`config.mk`:
```
export PLATFORM = sky130hd
export DESIGN_NAME = max7219_serial_tx
export DESIGN_NICKNAME = d
export VERILOG_FILES = /design/src/rtl/max7219_serial_tx.sv
export SDC_FILE = /design/constraint.sdc
export NUM_CORES = 1
export LEC_CHECK = 0
export CORE_ASPECT_RATIO = 0.7
export CORE_MARGIN = 4
export CORE_UTILIZATION = 40
export DETAILED_ROUTE_END_ITERATION = 16
export HOLD_SLACK_MARGIN = 0.1
export SLEW_MARGIN = 5
export SYNTH_ARGS = -nofsm -noshare
export SYNTH_HDL_FRONTEND = slang
export SYNTH_SLANG_ARGS = --single-unit
```
`constraint.sdc`:
```
create_clock -name i_clk -period 2.6 [get_ports i_clk]
set_input_delay 0.39 -clock i_clk [delete_from_list [all_inputs] [get_ports i_clk]]
set_output_delay 0.39 -clock i_clk [all_outputs]
set_load 0.1 [all_outputs]
```
`src/rtl/max7219_serial_tx.sv`:
```
// max7219_serial_tx: 3-wire serial driver for a MAX7219 8-digit display.
// After reset it sends the five initialisation frames. After that, each accepted
// update strobe refreshes all eight digit registers from a shadow copy of i_digits.
// Optional build macro MAX7219_REINIT_EN: when it is defined, the five init frames
// are sent again in front of every refresh, so a browned-out display recovers.
//
// state      | meaning
// -----------+-------------------------------------------------------------
// ST_INIT    | shifting the five configuration frames after reset
// ST_IDLE    | nothing to send; waiting for a strobe (or a held pending request)
// ST_REFRESH | shifting the digit frames taken from the shadow register
module max7219_serial_tx #(
  parameter int unsigned CLK_DIV   = 2,
  parameter logic [3:0]  INTENSITY = 4'h8
) (
  input  logic        i_clk,
  input  logic        i_reset_n,
  input  logic        i_en,
  input  logic        i_update_stb,
  input  logic [63:0] i_digits,
  output logic        o_busy,
  output logic        o_serial_clk,
  output logic        o_serial_dout,
  output logic        o_serial_load
);

  localparam int unsigned     DIV_W      = (CLK_DIV > 1) ? $clog2(CLK_DIV) : 1;
  localparam logic [DIV_W-1:0] DIV_RELOAD = DIV_W'(CLK_DIV - 1);

  // 16 bits x (low + high) phases, then two phases with LOAD high.
  localparam logic [5:0] LAST_PHASE = 6'd33;
  localparam logic [5:0] LOAD_PHASE = 6'd32;

  localparam logic [3:0] LAST_INIT_FRAME = 4'd4;
`ifdef MAX7219_REINIT_EN
  localparam logic [3:0] LAST_REFRESH_FRAME = 4'd12;
`else
  localparam logic [3:0] LAST_REFRESH_FRAME = 4'd7;
`endif

  typedef enum logic [1:0] {
    ST_INIT,
    ST_IDLE,
    ST_REFRESH
  } state_t;

  state_t           state;
  logic [3:0]       frame_idx;
  logic [5:0]       phase;
  logic [DIV_W-1:0] div_cnt;
  logic             pending;
  logic [63:0]      shadow;

  logic [15:0]      cur_word;
  logic [5:0]       nxt_phase;
  logic             nxt_clk;
  logic             nxt_dout;
  logic             nxt_load;

  function automatic logic [15:0] init_word(input logic [3:0] idx);
    logic [15:0] w;
    case (idx)
      4'd0:    w = 16'h0C01;               // leave shutdown
      4'd1:    w = 16'h0F00;               // display test off
      4'd2:    w = 16'h0B07;               // scan all eight digits
      4'd3:    w = 16'h0900;               // raw segments, no BCD decode
      default: w = {12'h0A0, INTENSITY};
    endcase
    return w;
  endfunction

  function automatic logic [15:0] digit_word(input logic [2:0] k, input logic [63:0] sh);
    return {4'h0, {1'b0, k} + 4'd1, sh[{k, 3'b000} +: 8]};
  endfunction

  // Select the frame being shifted and the serial pin levels of the next phase.
  always_comb begin
    cur_word = init_word(frame_idx);
    if (state == ST_REFRESH) begin
`ifdef MAX7219_REINIT_EN
      if (frame_idx > LAST_INIT_FRAME) begin
        cur_word = digit_word(3'(frame_idx - 4'd5), shadow);
      end
`else
      cur_word = digit_word(frame_idx[2:0], shadow);
`endif
    end
    nxt_phase = phase + 6'd1;
    nxt_clk   = 1'b0;
    nxt_dout  = 1'b0;
    nxt_load  = 1'b0;
    if (nxt_phase >= LOAD_PHASE) begin
      nxt_load = 1'b1;
    end else begin
      nxt_clk  = nxt_phase[0];
      nxt_dout = cur_word[~nxt_phase[4:1]];
    end
  end

  // Sequencer: phase divider, bit/frame stepping, pending strobe and registered pins.
  always_ff @(posedge i_clk or negedge i_reset_n) begin
    if (!i_reset_n) begin
      state         <= ST_INIT;
      frame_idx     <= 4'd0;
      phase         <= 6'd0;
      div_cnt       <= DIV_RELOAD;
      pending       <= 1'b0;
      shadow        <= 64'd0;
      o_busy        <= 1'b1;
      o_serial_clk  <= 1'b0;
      o_serial_dout <= 1'b0;
      o_serial_load <= 1'b0;
    end else begin
      case (state)
        ST_IDLE: begin
          div_cnt <= DIV_RELOAD;
          if (i_en && (i_update_stb || pending)) begin
            // Phase 0 of every frame drives clk=0 and dout=bit15=0, which the
            // pins already hold in idle, so nothing needs re-driving here.
            shadow    <= i_digits;
            pending   <= 1'b0;
            state     <= ST_REFRESH;
            frame_idx <= 4'd0;
            phase     <= 6'd0;
            o_busy    <= 1'b1;
          end
        end
        default: begin
          if (i_en && i_update_stb) begin
            pending <= 1'b1;
          end
          if (div_cnt != '0) begin
            div_cnt <= div_cnt - 1'b1;
          end else begin
            div_cnt <= DIV_RELOAD;
            if (phase != LAST_PHASE) begin
              phase         <= nxt_phase;
              o_serial_clk  <= nxt_clk;
              o_serial_dout <= nxt_dout;
              o_serial_load <= nxt_load;
            end else begin
              phase         <= 6'd0;
              o_serial_clk  <= 1'b0;
              o_serial_dout <= 1'b0;
              o_serial_load <= 1'b0;
              if (state == ST_INIT) begin
                if (frame_idx != LAST_INIT_FRAME) begin
                  frame_idx <= frame_idx + 4'd1;
                end else begin
                  frame_idx <= 4'd0;
                  state     <= ST_IDLE;
                  o_busy    <= 1'b0;
                end
              end else begin
                if (frame_idx != LAST_REFRESH_FRAME) begin
                  frame_idx <= frame_idx + 4'd1;
                end else if (pending && i_en) begin
                  // Back-to-back restart; a strobe in this very cycle is covered
                  // by the data latched now, so the request is fully consumed.
                  frame_idx <= 4'd0;
                  shadow    <= i_digits;
                  pending   <= 1'b0;
                end else begin
                  frame_idx <= 4'd0;
                  state     <= ST_IDLE;
                  o_busy    <= 1'b0;
                end
              end
            end
          end
        end
      endcase
    end
  end

endmodule
```
### Word-level counts from Yosys, hierarchy flattened

Index checks and enable logic that the tools add are counted.

* register bits: 82
* bits of input ports: 68
* output and inout bits: 4
* word-level logic and storage cells: 102

* add/sub/neg operators: 4
* order comparisons: 2
* eq/ne operators: 16
* shifts and indexed selects: 1
* multiplexer cells: 54
* bitwise gates (word level): 3
* reduce and logical (&&, ||, !) cells: 12

Operators by type and width (number)
* two-way mux 64 bit: 7
* variable part select 64 x 7 -> 8 bit: 1
* one-hot mux 11 bit (4 select lines): 1
* two-way mux 4 bit: 7
* two-way mux 1 bit: 25
* two-way mux 6 bit: 4
* two-way mux 16 bit: 1
* two-way mux 2 bit: 8
* AND reduction 6 bit: 2
* inequality test 3 x 2 -> 1 bit (second input constant): 3
* equality test 4 x 2 -> 1 bit (second input constant): 2
* inequality test 2 x 1 -> 1 bit (second input constant): 4
* inequality test 4 x 3 -> 1 bit (second input constant): 2
* adder 6 x 1 -> 6 bit (second input constant): 1
* greater-or-equal comparator 6 bit (second input constant): 1
* inequality test 6 bit (second input constant): 1
* < comparator 4 x 5 -> 1 bit (second input constant): 1
* adder 3 x 1 -> 4 bit (second input constant): 1
* adder 4 x 1 -> 4 bit (second input constant): 1
* binary-select mux 1 bit (select 4 bit): 1
* equality test 4 x 1 -> 1 bit (second input constant): 1
* zero test 4 bit: 1
* inverter 4 bit: 1
* AND reduction 2 bit: 2
* other kinds (10): 13

### Logic depth before layout (Yosys ltp)

* depth after elaboration: 8
* mapped depth: 11
* gate-level depth less buffers: 8

### Worst setup path after synthesis

OpenSTA, ideal clock, no wires.

* kind: flip-flop to flip-flop
* start: reg frame_idx[0]
* end: reg o_serial_dout
* setup time: 0.128 ns
* arrival: 2.118 ns
* required time: 2.472 ns
* setup slack: 0.353 ns
* cell stages (with the launch flop): 11
* path buffers: 3
* clock period less this slack: 2.247 ns
* path through: dfrtp_1 buf_6 buf_12 buf_2 inv_1 ha_1 or3_1 a221oi_1 a211oi_1 o311ai_1 o21ai_1

* longest elaborated chain between the ends: 7
* elaborated cells between the ends (all ways): 12
* classes of those cells: add/sub: 1; eq/ne: 3; shift: 1; mux: 6; reduce/logical: 1

Ends and longest elaborated chain
* from (decl): line 48 `logic [3:0] frame_idx;`
* from (signal assigned): line 148 `frame_idx <= frame_idx + 4'd1;`
* from (signal assigned): line 156 `frame_idx <= frame_idx + 4'd1;`
* parallel branches: the longest is 2 deep, another holds variable part select 64 x 7 -> 8 bit
* two-way mux 16 bit (*): line 79 `if (state == ST_REFRESH) begin`
* binary-select mux 1 bit (select 4 bit) (*): line 96 `nxt_dout = cur_word[~nxt_phase[4:1]];`
* two-way mux 1 bit (implied by the code) (*): line 96
* two-way mux 1 bit (*): line 92 `if (nxt_phase >= LOAD_PHASE) begin`
* two-way mux 1 bit (*): line 136 `if (phase != LAST_PHASE) begin`
* to (signal assigned): line 139 `o_serial_dout <= nxt_dout;`
* to (decl): line 23 `output logic o_serial_dout,`

Every way passes the cells marked *. The select of a mux whose other input is x is not followed.
A chain may end at the register's enable or synchronous reset.

### Final worst setup path

* start: reg frame_idx[0]
* end: reg shadow[30]

* longest elaborated chain between the ends: 3

Ends and longest elaborated chain
* inequality test 4 x 3 -> 1 bit: line 155 `if (frame_idx != LAST_REFRESH_FRAME) begin`
* inequality test 2 x 1 -> 1 bit (no line)
* AND reduction 6 bit (no line)
* to (signal assigned): line 120 `shadow <= i_digits;`
* to (signal assigned): line 161 `shadow <= i_digits;`
* to (decl): line 52 `logic [63:0] shadow;`

No other way between the ends.

==> out/qor.yml <==
routing:
  dr.first_iter.drc_count: 155
  ant_nets: 0
  drtPass1Iterations: 4
  viasPerCell: 5.40
  drt_wl_total_um: 9110
  num_vias: 2864
  wl_per_cell_um: 17.2
  drc: 0
layout:
  regArea_um2: 2050
  multi_input_area_um2: 1960
  fill_cells: 855
  drive_gt1_frac: 0.264
  stdcell_count: 530
  layout.nets: 472
  diodes: 0
  area_growth_pct: 30.2
clock_network:
  cts_buffers: 9
  clk_latency_ns: 0.33
  cts_buffer_depth: 2
  post_cts_resized: 0
  cts_tree: "yes"
  cts_max_level: 3
  cts_sinks: 82
  clkTransAtPathRegs_ns: 0.06
  root_buffer: "clkbuf_16"
synth:
  synthArstFlopShare: 1.00
  yosys.area.top_type: "dfrtp_1"
  synth_most_common_cell: "dfrtp_1"
  ys_ff_latch: 82
  synth_area_leaders: "dfrtp_1 (48%), mux2_2 (17%), mux4_1 (6.3%)"
  seq_area_frac_synth: 0.494
  yosys_warnings: 0
  synth_flop_cell: "dfrtp_1"
  yosys-top-cells-count: "dfrtp_1 (80), mux2_2 (63), nand2_1 (17), o21ai_0 (11), mux4_1 (10)"
  syn_nets: 391
  avgSynthCellArea_um2: 13.1
  synth_edf_count: 0
  syn_area_um2: 4160
  synth_cell_types: 54
  synth_cells: 317
  synth_top_area_share: 0.482
power:
  power_density_nw_per_um2: 1190
  p_sw_frac: 0.342
  p_clk_frac: 0.219
  p_sw_mw: 2.21
  p_leak_nw: 2.29
  vdd.ir_drop.worst_mv: 0.465
  p_comb_frac: 0.432
  p_int_mw: 4.24
  seq_power_share: 0.348
  power_mw: 6.45
placed_design:
  dp_slack_ns: 0.200
  hpwl_um: 6750
  globalplace.congestion: 0.925
  io_buffers: 71
  dpl.cell_count: 514
setup_path:
  r2r_slack_ns: 0.29
  crit_buf_inv: 2
  crit_fanout: 52
  slowest_stage: "dfrtp_1"
  cp.required_ns: 2.81
  start_kind: "flip-flop"
  critical-path-top-delay-family: "buffers and inverters"
  cp.arrival_ns: 2.53
  crit_top_cell: "buf_12"
  cp_slowest_stage_delay_ns: 0.39
  ff2ff_path_depth: 8
  critPathKind: "reg2reg"
  r2r_start: "frame_idx[0]"
  path_cells: "buf_12 > ha_1 > and3b_1 > o21a_1 > nand4_1 > a21oi_4 > buf_12 > mux2_2"
  path_depth: 8
  cp-end-kind: "flip-flop"
  rr_endpoint: "shadow[30]"
die:
  dieArea_um2: 12100
  fp-row-count: 30
  die_y_um: 93.3
  die_w_um: 130
  core_area_um2: 9910
  io_pins: 72
  initial_utilization: 0.419
sta:
  max_freq_mhz: 432
  setup_violations: 0
  postLayoutSetupSlackWorst_ns: 0.286
  layout_min_cycle_time_ns: 2.31
  finalHoldViolCount: 0
  finalSetupTns_ns: 0
  rsz0062_at_grt: "no"
  worst_pin_slew_ns: 0.628
  finClkSkew_ns: 0.00558
  relSlewSlack: 0.580
  period_share: 0.890
  drv_slew: 0
run:
  drv_cap: 0
status:
  outcome: "finished, final reports clean"
global_routing:
  grt.total_usage: 0.161
  grt-ovfl-total: 0
  antenna_found_initial: 0
  grt_pass1_wl_um: 15200
  grt_pass1_vias: 3009
  grt_max_degree: 53
min_path:
  min_from: "div_cnt"
  whs_path_depth: 1
  hold_end: "div_cnt"
  hold_class: "reg2reg"
==> worst max-delay path by stage <==
stage	startpoint	to	slack (ns)
5_1_grt	frame_idx[1]	shadow[8]	0.15
6_report	frame_idx[0]	shadow[30]	0.29
3_5_place_dp	i_en	shadow[45]	0.20
2_1_floorplan	frame_idx[0]	o_serial_dout	0.35
3_3_place_gp	i_en	shadow[7]	0.22
4_1_cts	frame_idx[0]	shadow[47]	0.27
==> flip-flops by register name (all words and copies together) (netlist names) <==
signal         flops
shadow            64
phase              6
frame_idx          4
state              2
div_cnt            1
o_busy             1
o_serial_clk       1
o_serial_dout      1
o_serial_load      1
pending            1
==> routing by layer <==
metal	track usage	share of wire
met2	0.227	0.42
met1	0.240	0.51
met4	0.0493	0.014
met3	0.0462	0.055
met5	0	0
==> metrics by stage <==
| stage | area (um^2) | utilization | hold WS, ns |
|---|---|---|---|
| after detailed placement | 5070 | 0.511 | 0.367 |
| final | 5410 | 0.546 | 0.451 |
| after floorplan | 4160 | - | 0.0944 |
| after CTS | 5410 | 0.546 | 0.453 |
| after global placement | 5070 | 0.511 | 0.361 |
| after global routing | 5410 | 0.546 | 0.457 |
==> worst reg2reg max path, stage by stage, from the launching register on <==
cell,delay [ns]
dfrtp_1,0.39
buf_12,0.17
ha_1,0.17
and3b_1,0.18
o21a_1,0.16
nand4_1,0.19
a21oi_4,0.24
buf_12,0.28
mux2_2,0.43
==> cell usage in the layout, fill, tap and decap left out, types with 6 or more instances in the layout <==
cell              n
mux2i_1           7
nor2_1            8
clkbuf_16         9
ha_1              6
a21oi_1           8
mux4_1           10
dfrtp_1          80
nand2_1          17
clkdlybuf4s50_1  66
inv_1             8
o21ai_0          11
mux2_2           63
buf_4            14
==> power groups by stage <==
stage          sequential [mW]  combinational (mW)  clock, mW
5_1_grt                   2.34                3.06       1.50
2_1_floorplan             2.29                1.91          0
3_5_place_dp              2.27                2.79          0
3_3_place_gp              2.25                2.74          0
6_report                  2.25                2.79       1.41
4_1_cts                   2.25                2.80       1.45
==> layout make-up <==
class,count,share of cell area
repair buffers,86,0.162
clock buffers,10,0.0423
inverters,8,0.00555
flip-flops and latches,82,0.380
clock inverters,5,0.0192
multi-input cells,211,0.362
well taps,128,0.0296
==> logic make-up after synthesis <==
kind of cell,after synthesis,synth area share
buffers and inverters,24,0.0346
AOI/OAI and AO/OA,52,0.0867
and+or+nand+nor,59,0.0765
xor gates and xnor gates,7,0.0148
muxes,87,0.275
adders and majority gates,6,0.0181
DFF,82,0.494
==> repair_timing <==
| action | in CTS | in global routing |
|---|---|---|
| buffers inserted | 0 | 0 |
| hold endpoints to repair | 29 | 0 |
| hold buffers | 1 | 0 |
Note: power is estimated with default switching activity, not from simulation.
